$ cat config.mk
export PLATFORM = sky130hd
export DESIGN_NAME = alu_mdu_decoder
export DESIGN_NICKNAME = d
export VERILOG_FILES = /design/src/rtl/alu_mdu_decoder.sv
export SDC_FILE = /design/constraint.sdc
export NUM_CORES = 1
export LEC_CHECK = 0
export CAP_MARGIN = 20
export CORE_MARGIN = 1.5
export CORE_UTILIZATION = 50
export DETAILED_ROUTE_END_ITERATION = 6
export DONT_BUFFER_PORTS = 1
export SLEW_MARGIN = 20
export SYNTH_ARGS = -nofsm -noshare
export SYNTH_HDL_FRONTEND = slang
export SYNTH_SLANG_ARGS = --single-unit
$ cat constraint.sdc
create_clock -name clk -period 10.94 [get_ports clk]
set_input_delay 2.188 -clock clk [delete_from_list [all_inputs] [get_ports clk]]
set_output_delay 2.188 -clock clk [all_outputs]
set_load 0.005 [all_outputs]
$ cat src/rtl/alu_mdu_decoder.sv
// ALU control decoder with an iterative RV32M/RV64M multiply/divide unit.
// The MDU takes one bit per cycle and raises stall while it is busy.
module alu_mdu_decoder #(
  parameter int XLEN     = 32,
  parameter bit ENABLE_M = 1'b1
) (
  input  logic            clk,
  input  logic            rst,
  input  logic            valid_i,
  input  logic            flush,
  input  logic [6:0]      opcode,
  input  logic [2:0]      funct3,
  input  logic [6:0]      funct7,
  input  logic [1:0]      ALUOp,
  input  logic [XLEN-1:0] rs1_val,
  input  logic [XLEN-1:0] rs2_val,
  output logic [3:0]      ALUControl,
  output logic            mext_op,
  output logic            stall,
  output logic            mdu_valid,
  output logic [XLEN-1:0] mdu_result
);

  localparam int              CW      = $clog2(XLEN);
  localparam logic [CW-1:0]   LAST    = CW'(XLEN - 1);
  localparam logic [XLEN-1:0] MIN_INT = {1'b1, {(XLEN-1){1'b0}}};

  typedef enum logic [1:0] {IDLE, MUL, DIV, DONE} state_t;

  state_t state_q, state_d;

  logic sub_sra;

  // NOTE: every always_comb output gets a default first, so no path can infer a latch.
  always_comb begin
    sub_sra    = funct7[5] & opcode[5];
    ALUControl = 4'b0000;
    case (ALUOp)
      2'b01: begin
        case (funct3)
          3'b000:  ALUControl = 4'b0001;
          3'b001:  ALUControl = 4'b1010;
          3'b100:  ALUControl = 4'b1011;
          3'b101:  ALUControl = 4'b1100;
          default: ALUControl = 4'b0000;
        endcase
      end
      2'b10: begin
        case (funct3)
          3'b000:  ALUControl = sub_sra ? 4'b0001 : 4'b0000;
          3'b001:  ALUControl = 4'b0111;
          3'b010:  ALUControl = 4'b0101;
          3'b011:  ALUControl = 4'b0110;
          3'b100:  ALUControl = 4'b0100;
          3'b101:  ALUControl = sub_sra ? 4'b1001 : 4'b1000;
          3'b110:  ALUControl = 4'b0011;
          default: ALUControl = 4'b0010;
        endcase
      end
      default: ALUControl = 4'b0000;
    endcase
  end

  assign mext_op = ENABLE_M && (opcode == 7'b0110011) && (funct7 == 7'b0000001) && (ALUOp == 2'b10);

  logic            accept, sign_a, sign_b, div_zero, div_ovf, special;
  logic [XLEN-1:0] mag_a, mag_b, special_res;

  // Operands are reduced to magnitudes; the sign fix-up happens once at the end.
  always_comb begin
    accept = valid_i & mext_op & ~flush;
    if (funct3[2]) begin
      sign_a = ~funct3[0] & rs1_val[XLEN-1];
      sign_b = ~funct3[0] & rs2_val[XLEN-1];
    end else begin
      sign_a = (funct3[1:0] != 2'b11) & rs1_val[XLEN-1];
      sign_b = ~funct3[1] & rs2_val[XLEN-1];
    end
    mag_a    = sign_a ? -rs1_val : rs1_val;
    mag_b    = sign_b ? -rs2_val : rs2_val;
    div_zero = funct3[2] & (rs2_val == '0);
    div_ovf  = funct3[2] & ~funct3[0] & (rs1_val == MIN_INT) & (rs2_val == '1);
    special  = div_zero | div_ovf;
    if (div_zero) special_res = funct3[1] ? rs1_val : '1;
    else          special_res = funct3[1] ? '0 : MIN_INT;
  end

  logic [2*XLEN-1:0] p_q, mul_step, div_step, step_p, prod_signed;
  logic [XLEN-1:0]   b_q, quo, rem, fin_res, pending_q, held_q;
  logic [XLEN:0]     hi_sum, rem_shift, diff;
  logic [1:0]        f3_q;
  logic [CW-1:0]     count_q;
  logic              neg_q, sign_a_q;

  // p_q holds {accumulator, multiplier} for MUL and {remainder, dividend/quotient} for DIV.
  always_comb begin
    hi_sum    = {1'b0, p_q[2*XLEN-1:XLEN]} + (p_q[0] ? {1'b0, b_q} : '0);
    mul_step  = {hi_sum, p_q[XLEN-1:1]};
    rem_shift = {p_q[2*XLEN-1:XLEN], p_q[XLEN-1]};
    diff      = rem_shift - {1'b0, b_q};
    div_step  = diff[XLEN] ? {rem_shift[XLEN-1:0], p_q[XLEN-2:0], 1'b0}
                           : {diff[XLEN-1:0], p_q[XLEN-2:0], 1'b1};
    step_p      = (state_q == MUL) ? mul_step : div_step;
    prod_signed = neg_q ? -step_p : step_p;
    quo         = neg_q ? -step_p[XLEN-1:0] : step_p[XLEN-1:0];
    rem         = sign_a_q ? -step_p[2*XLEN-1:XLEN] : step_p[2*XLEN-1:XLEN];
    if (state_q == MUL)
      fin_res = (f3_q == 2'b00) ? prod_signed[XLEN-1:0] : prod_signed[2*XLEN-1:XLEN];
    else
      fin_res = f3_q[1] ? rem : quo;
  end

  // NOTE: the datapath has no reset; every field is loaded on acceptance before it is read.
  always_ff @(posedge clk) begin
    if (state_q == IDLE && accept) begin
      p_q      <= {{XLEN{1'b0}}, mag_a};
      b_q      <= mag_b;
      neg_q    <= sign_a ^ sign_b;
      sign_a_q <= sign_a;
      f3_q     <= funct3[1:0];
      count_q  <= '0;
    end else if (state_q == MUL || state_q == DIV) begin
      p_q     <= step_p;
      count_q <= count_q + CW'(1);
    end
  end

  // NOTE: sequential state is written with non-blocking assignments only.
  always_ff @(posedge clk) begin
    if (rst) begin
      state_q   <= IDLE;
      pending_q <= '0;
      held_q    <= '0;
    end else begin
      state_q <= state_d;
      if (state_q == IDLE && accept && special)
        pending_q <= special_res;
      else if ((state_q == MUL || state_q == DIV) && count_q == LAST && !flush)
        pending_q <= fin_res;
      if (mdu_valid)
        held_q <= pending_q;
    end
  end

  always_comb begin
    state_d = state_q;
    case (state_q)
      IDLE: if (accept) state_d = !funct3[2] ? MUL : (special ? DONE : DIV);
      MUL, DIV: begin
        if (flush)                 state_d = IDLE;
        else if (count_q == LAST)  state_d = DONE;
      end
      DONE:    state_d = IDLE;
      default: state_d = IDLE;
    endcase
  end

  // A flushed or reset DONE cycle never publishes its pending result.
  always_comb begin
    stall      = (state_q == MUL) || (state_q == DIV) || (state_q == IDLE && valid_i && mext_op);
    mdu_valid  = (state_q == DONE) && !flush && !rst;
    mdu_result = mdu_valid ? pending_q : held_q;
  end

endmodule

==> results of run 1 <==
sequential cells by signal (all words and copies together) (netlist names):
signal / cells
p_q: 64
f3_q: 2
held_q: 32
pending_q: 32
b_q: 32
sign_a_q: 1
state_q: 2
count_q: 5
neg_q: 1
synth_stat cells (all sizes together), types with 8 or more instances:
cell     count  area, um^2
a21o        32         240
ha          77         963
a21oi      154         774
nand2b      26         163
a31oi       22         138
a221oi       9        85.1
nor3        60         310
o2111ai      9        78.8
o21ai      177         886
o22ai       10        62.6
o221ai      17         149
o21a        14         105
a311oi      12         105
buf         32         149
and4        12         105
and2        45         282
o21bai      15         113
o211ai      22         165
clkbuf     103         389
or2         12        75.1
nor2       218         818
xnor2       86         753
a2111oi      8        70.1
o31ai       36         289
nand4       26         163
xor2        77         674
a211oi      50         390
o31a         8        70.1
nand3       49         245
a21boi      10        75.1
mux2i       84         841
dfxtp      103        2060
edfxtp      68        2040
and3        16         100
or4         15         116
or3         31         199
nand2      206         773
a22oi        8        60.1
mux2        48         541
nor2b       44         275
nor4        31         194
inv         79         297
nor3b        9        67.6
through the flow:
stage	util	hold WS [ns]	area (um^2)	power (W)	instances
2_1_floorplan	-	0.465	17200	0.00364	2251
3_3_place_gp	0.521	0.479	17500	0.00491	2597
6_report	0.537	0.495	18100	0.00571	2629
3_5_place_dp	0.521	0.483	17500	0.00492	2597
4_1_cts	0.537	0.497	18100	0.00556	2629
5_1_grt	0.537	0.515	18100	0.00602	2629
where the power goes:
part / total (W) / leakage (nW) / internal, W / switching, W
Sequential: 0.00105 / 1.46 / 0.000844 / 0.000202
Clock: 0.000630 / 0.276 / 0.000320 / 0.000310
Combinational: 0.00403 / 4.91 / 0.00136 / 0.00267
area by class of cell:
cell class                      count  area (um^2)  area share
Inverter                           80          300      0.0166
Multi-Input combinational cell   1865        12300       0.681
Timing Repair Buffer               33          248      0.0137
Clock buffer                       19          433      0.0239
Clock inverter                     13          129     0.00712
Tap cell                          448          561      0.0310
Sequential cell                   171         4100       0.227
critical path, stage by stage (launching register included):
cell,delay (ns)
edfxtp_1,0.35
inv_1,0.05
ha_1,0.39
a21oi_1,0.29
o21ai_0,0.27
a22oi_1,0.25
and3_1,0.41
nand3_1,0.76
nand2_1,0.49
buf_4,0.34
o21ai_0,0.11
mux2i_1,0.34
ha_1,0.28
inv_1,0.08
nor4_1,0.38
nor4_1,0.13
nor2_1,0.27
nand4b_1,0.27
or2_1,0.36
nor3_1,0.24
mux2_2,0.36
a221oi_1,0.28
a211oi_1,0.07
how the worst max path moves through the flow:
stage,from,endpoint,slack [ns],cells after the start
floorplan,ALUOp[0],p_q[0],4.98,7
global placement,rs1_val[20],pending_q[21],4.29,12
detailed placement,rs1_val[20],pending_q[21],4.19,12
CTS,b_q[29],pending_q[24],4.28,21
global route,p_q[31],pending_q[20],3.63,23
finish,b_q[19],pending_q[20],4.03,22
kinds of logic after synthesis:
logic type / count (synthesis) / share of synthesized area
xor gates and xnor gates: 163 / 0.0829
buffers and inverters: 215 / 0.0487
and+or+nand+nor: 823 / 0.238
DFF: 171 / 0.238
adders and majority gates: 79 / 0.0583
muxes: 132 / 0.0802
AOI/OAI and AO/OA: 668 / 0.254
routing by layer:
layer | track usage | vias to the layer above | share of wire
met2 | 0.537 | 991 | 0.41
met4 | 0.114 | 0 | 0.025
met1 | 0.554 | 8537 | 0.45
li1 | - | 8142 | -
met5 | 0 | - | 0
met3 | 0.110 | 98 | 0.12
==> impl_metrics.tcl, run 1 <==
set metrics [dict create \
    setup_slack_ns 4.03 \
    die_h_um 189 \
    setup_viol 0 \
    ys_seq_elements 171 \
    clockRootBuffer "clkbuf_16" \
    ys_seq_area_frac 0.238 \
    post_cts_resized 0 \
    status "finished, final reports clean" \
    grt_pass1_vias 16400 \
    leakage_nw 6.65 \
    num-fill-cells 3352 \
    layout_common_cells "nor2_1 (217), nand2_1 (205), o21ai_0 (173), a21oi_1 (153), dfxtp_1 (103)" \
    fmax_ghz 0.145 \
    cts_tree "built" \
    path_class "register to register" \
    worstHoldPathType "register to register" \
    r2r-start "b_q[19]" \
    drt_drc_violations_left 0 \
    min_period_ns 6.91 \
    die_area_um2 35600 \
    clock_sinks 171 \
    grt_overflow 0 \
    vias 17800 \
    yosys.cell_types.count 88 \
    grt_setup_unrepaired "no" \
    viasPerCell 6.76 \
    grt_pass1_wl_um 102000 \
    ir_drop_mv 0.176 \
    path_clk_slew_ns 0.08 \
    cts-buffers-inserted 17 \
    clk_latency_ns 0.48 \
    num_antenna_cells 0 \
    final_hold_viol_count 0 \
    gp_congestion 1.02 \
    endpoint_kind "register" \
    drive_gt1_frac 0.0688 \
    firstDrtPassIters 6 \
    clk_path_buf_depth 2 \
    r2r_cells 22 \
    hold_depth 2 \
    ios 126 \
    syn_nets 2417 \
    cts_max_level 4 \
    cp.arrival_ns 7.28 \
    wl_um 68600 \
    core_area_um2 33700 \
    ys.warnings.count 0 \
    synth_cells 2251 \
    min_period_over_period 0.632 \
    syn_area_um2 17200 \
    cp_max_fo 17 \
    grt_use_total 0.381 \
    maxCapViolations 0 \
    antenna_found_initial 1 \
    rr_endpoint "pending_q[20]" \
    row_count 67 \
    slew_headroom 0.253 \
    ys.flop_type "dfxtp_1" \
    die_width_um 189 \
    crit_path_start_kind "register" \
    hpwl_um 52700 \
    synth-edff-count 68 \
    min_from "pending_q[11]" \
    max_slew.worst_pin.slew_ns 1.12 \
    avgSynthCellArea_um2 7.65 \
    finalSetupTns_ns 0 \
    area_delta_synth_final_pct 5.16 \
    cellPowerDensity_nw_per_um2 315 \
    cts_setup_buffers 0 \
    nNetsFinal 2334 \
    ys_async_sr_fraction 0 \
    start_util 0.511 \
    required_ns 11.31 \
    final_common_cell "nor2_1" \
    hold_end "pending_q[11]" \
    port_buffers 0 \
    slew_violations 0 \
    finClkSkew_ns 0.0167 \
    r2r_slack_ns 4.03 \
    ctsHoldBuffers 0 \
    grt_max_degree 73 \
    dp_slack_ns 4.19 \
    first_iter_violations 2169 \
    ant_nets 0 \
    drt-wirelength-per-cell_um 26.1 \
]
(Power assumes the default switching activity.)
==> run 2: changes to the inputs <==
PLACE_DENSITY = 0.68   (was default)
clock period = 6.2 ns   (was 10.94 ns; I/O delays follow)
==> impl_metrics.tcl, run 2 (same netlist as run 1, synthesis figures left out) <==
set metrics [dict create \
    status "finished, final reports clean" \
    fmax_ghz 0.172 \
    path_class "register to register" \
    drt_drc_violations_left 0 \
    vias 18100 \
    hold_end "pending_q[19]" \
    finalSetupTns_ns 0 \
    port_buffers 0 \
    clk_latency_ns 0.48 \
    grt_max_degree 73 \
    firstDrtPassIters 6 \
    hpwl_um 51500 \
    cellPowerDensity_nw_per_um2 560 \
    grt_overflow 0 \
    viasPerCell 6.81 \
    slew_headroom 0.236 \
    cts_tree "built" \
    final_common_cell "nor2_1" \
    clockRootBuffer "clkbuf_16" \
    worstSetupStartpoint "p_q[0]" \
    start_util 0.511 \
    clk_path_buf_depth 2 \
    ir_drop_mv 0.350 \
    core_area_um2 33700 \
    grt_use_total 0.370 \
    min_period_ns 5.81 \
    drt-wirelength-per-cell_um 25.3 \
    die_width_um 189 \
    die_area_um2 35600 \
    cts_max_level 4 \
    slew_violations 0 \
    fin_total_pwr_w 0.0103 \
    grt_pass1_vias 16600 \
    ant_nets 0 \
    worstHoldPathType "register to register" \
    rr_endpoint "pending_q[31]" \
    r2r-start "p_q[0]" \
    hold_depth 2 \
    maxCapViolations 0 \
    r2r_slack_ns 0.39 \
    cts_setup_buffers 0 \
    required_ns 6.57 \
    wl_um 67000 \
    largest-register "p_q" \
    grt_setup_unrepaired "no" \
    max_slew.worst_pin.slew_ns 1.15 \
    drive_gt1_frac 0.0794 \
    first_iter_violations 2373 \
    area_delta_synth_final_pct 6.58 \
    row_count 67 \
    cp_max_fo 15 \
    finClkSkew_ns 0.0226 \
    layout_common_cells "nor2_1 (217), nand2_1 (206), o21ai_0 (173), a21oi_1 (152), dfxtp_1 (103)" \
    ctsHoldBuffers 0 \
    min_period_over_period 0.938 \
    crit_path_start_kind "register" \
    gp_congestion 1.07 \
    nNetsFinal 2356 \
    largest_reg_flops 64 \
    ios 126 \
    path_clk_slew_ns 0.10 \
    cts-buffers-inserted 17 \
    antenna_found_initial 4 \
    clock_sinks 171 \
    endpoint_kind "register" \
    cp.arrival_ns 6.19 \
    final_cells 2653 \
    min_from "pending_q[19]" \
    leakage_nw 6.79 \
    die_h_um 189 \
    final_hold_viol_count 0 \
    setup_viol 0 \
    place_inst 2618 \
    r2r_cells 19 \
    grt_pass1_wl_um 101000 \
]
==> run 2: timing repair <==
item                       in CTS  in global routing
setup endpoints to repair       0                  6
hold endpoints to repair        0                  0
gates resized for setup         0                  3
==> run 2: worst max-delay path by stage <==
stage | to | cells after the start | slack (ns)
6_report | pending_q[31] | 19 | 0.39
4_1_cts | pending_q[31] | 19 | 0.18
3_5_place_dp | pending_q[31] | 19 | 0.17
3_3_place_gp | pending_q[31] | 19 | 0.26
2_1_floorplan | pending_q[24] | 23 | 0.65
5_1_grt | pending_q[20] | 22 | 0.01
==> run 2: metal layers <==
| metal | global-route usage | vias up | share of wire |
|---|---|---|---|
| met5 | 0 | - | 0 |
| met4 | 0.135 | 0 | 0.037 |
| met3 | 0.0909 | 165 | 0.12 |
| met2 | 0.537 | 1164 | 0.41 |
| met1 | 0.527 | 8553 | 0.43 |
| li1 | - | 8195 | - |
==> run 2: layout make-up <==
class | count | area, um^2
fillers | 3339 | 15300
multi-input cells | 1865 | 12300
flip-flops and latches | 171 | 4100
well taps | 448 | 561
clock buffers | 18 | 450
repair buffers | 55 | 420
inverters | 80 | 300
clock inverters | 14 | 165
diodes | 2 | 5.00
==> run 2: per-stage QoR <==
step	hold slack, ns	utilization	cell area, um^2	worst slack, ns
3_3_place_gp	0.480	0.525	17700	0.258
2_1_floorplan	0.465	-	17200	0.648
5_1_grt	0.528	0.544	18300	0.0142
4_1_cts	0.500	0.543	18300	0.176
3_5_place_dp	0.490	0.525	17700	0.174
6_report	0.500	0.545	18400	0.386
==> run 2: worst max-delay path, cell delays in order (launching register included) <==
cell and delay, ns:
edfxtp_1 0.75, and2_1 0.22, ha_1 0.20, inv_1 0.07, fa_1 0.41, nand2b_1 0.19, a211oi_1 0.26, buf_4 0.22
o21a_1 0.21, o21ai_0 0.12, a2111oi_0 0.50, a211o_1 0.19, o22ai_1 0.22, nor4b_2 0.80, nand2_1 0.39, nor4_1 0.26
buf_4 0.21, nand2_1 0.06, a311oi_1 0.35, a211oi_2 0.05
==> run 2: report_power, final <==
group	leakage [nW]	switching [W]	internal, W
Clock	0.302	0.000584	0.000572
Combinational	5.02	0.00472	0.00256
Sequential	1.46	0.000356	0.00149
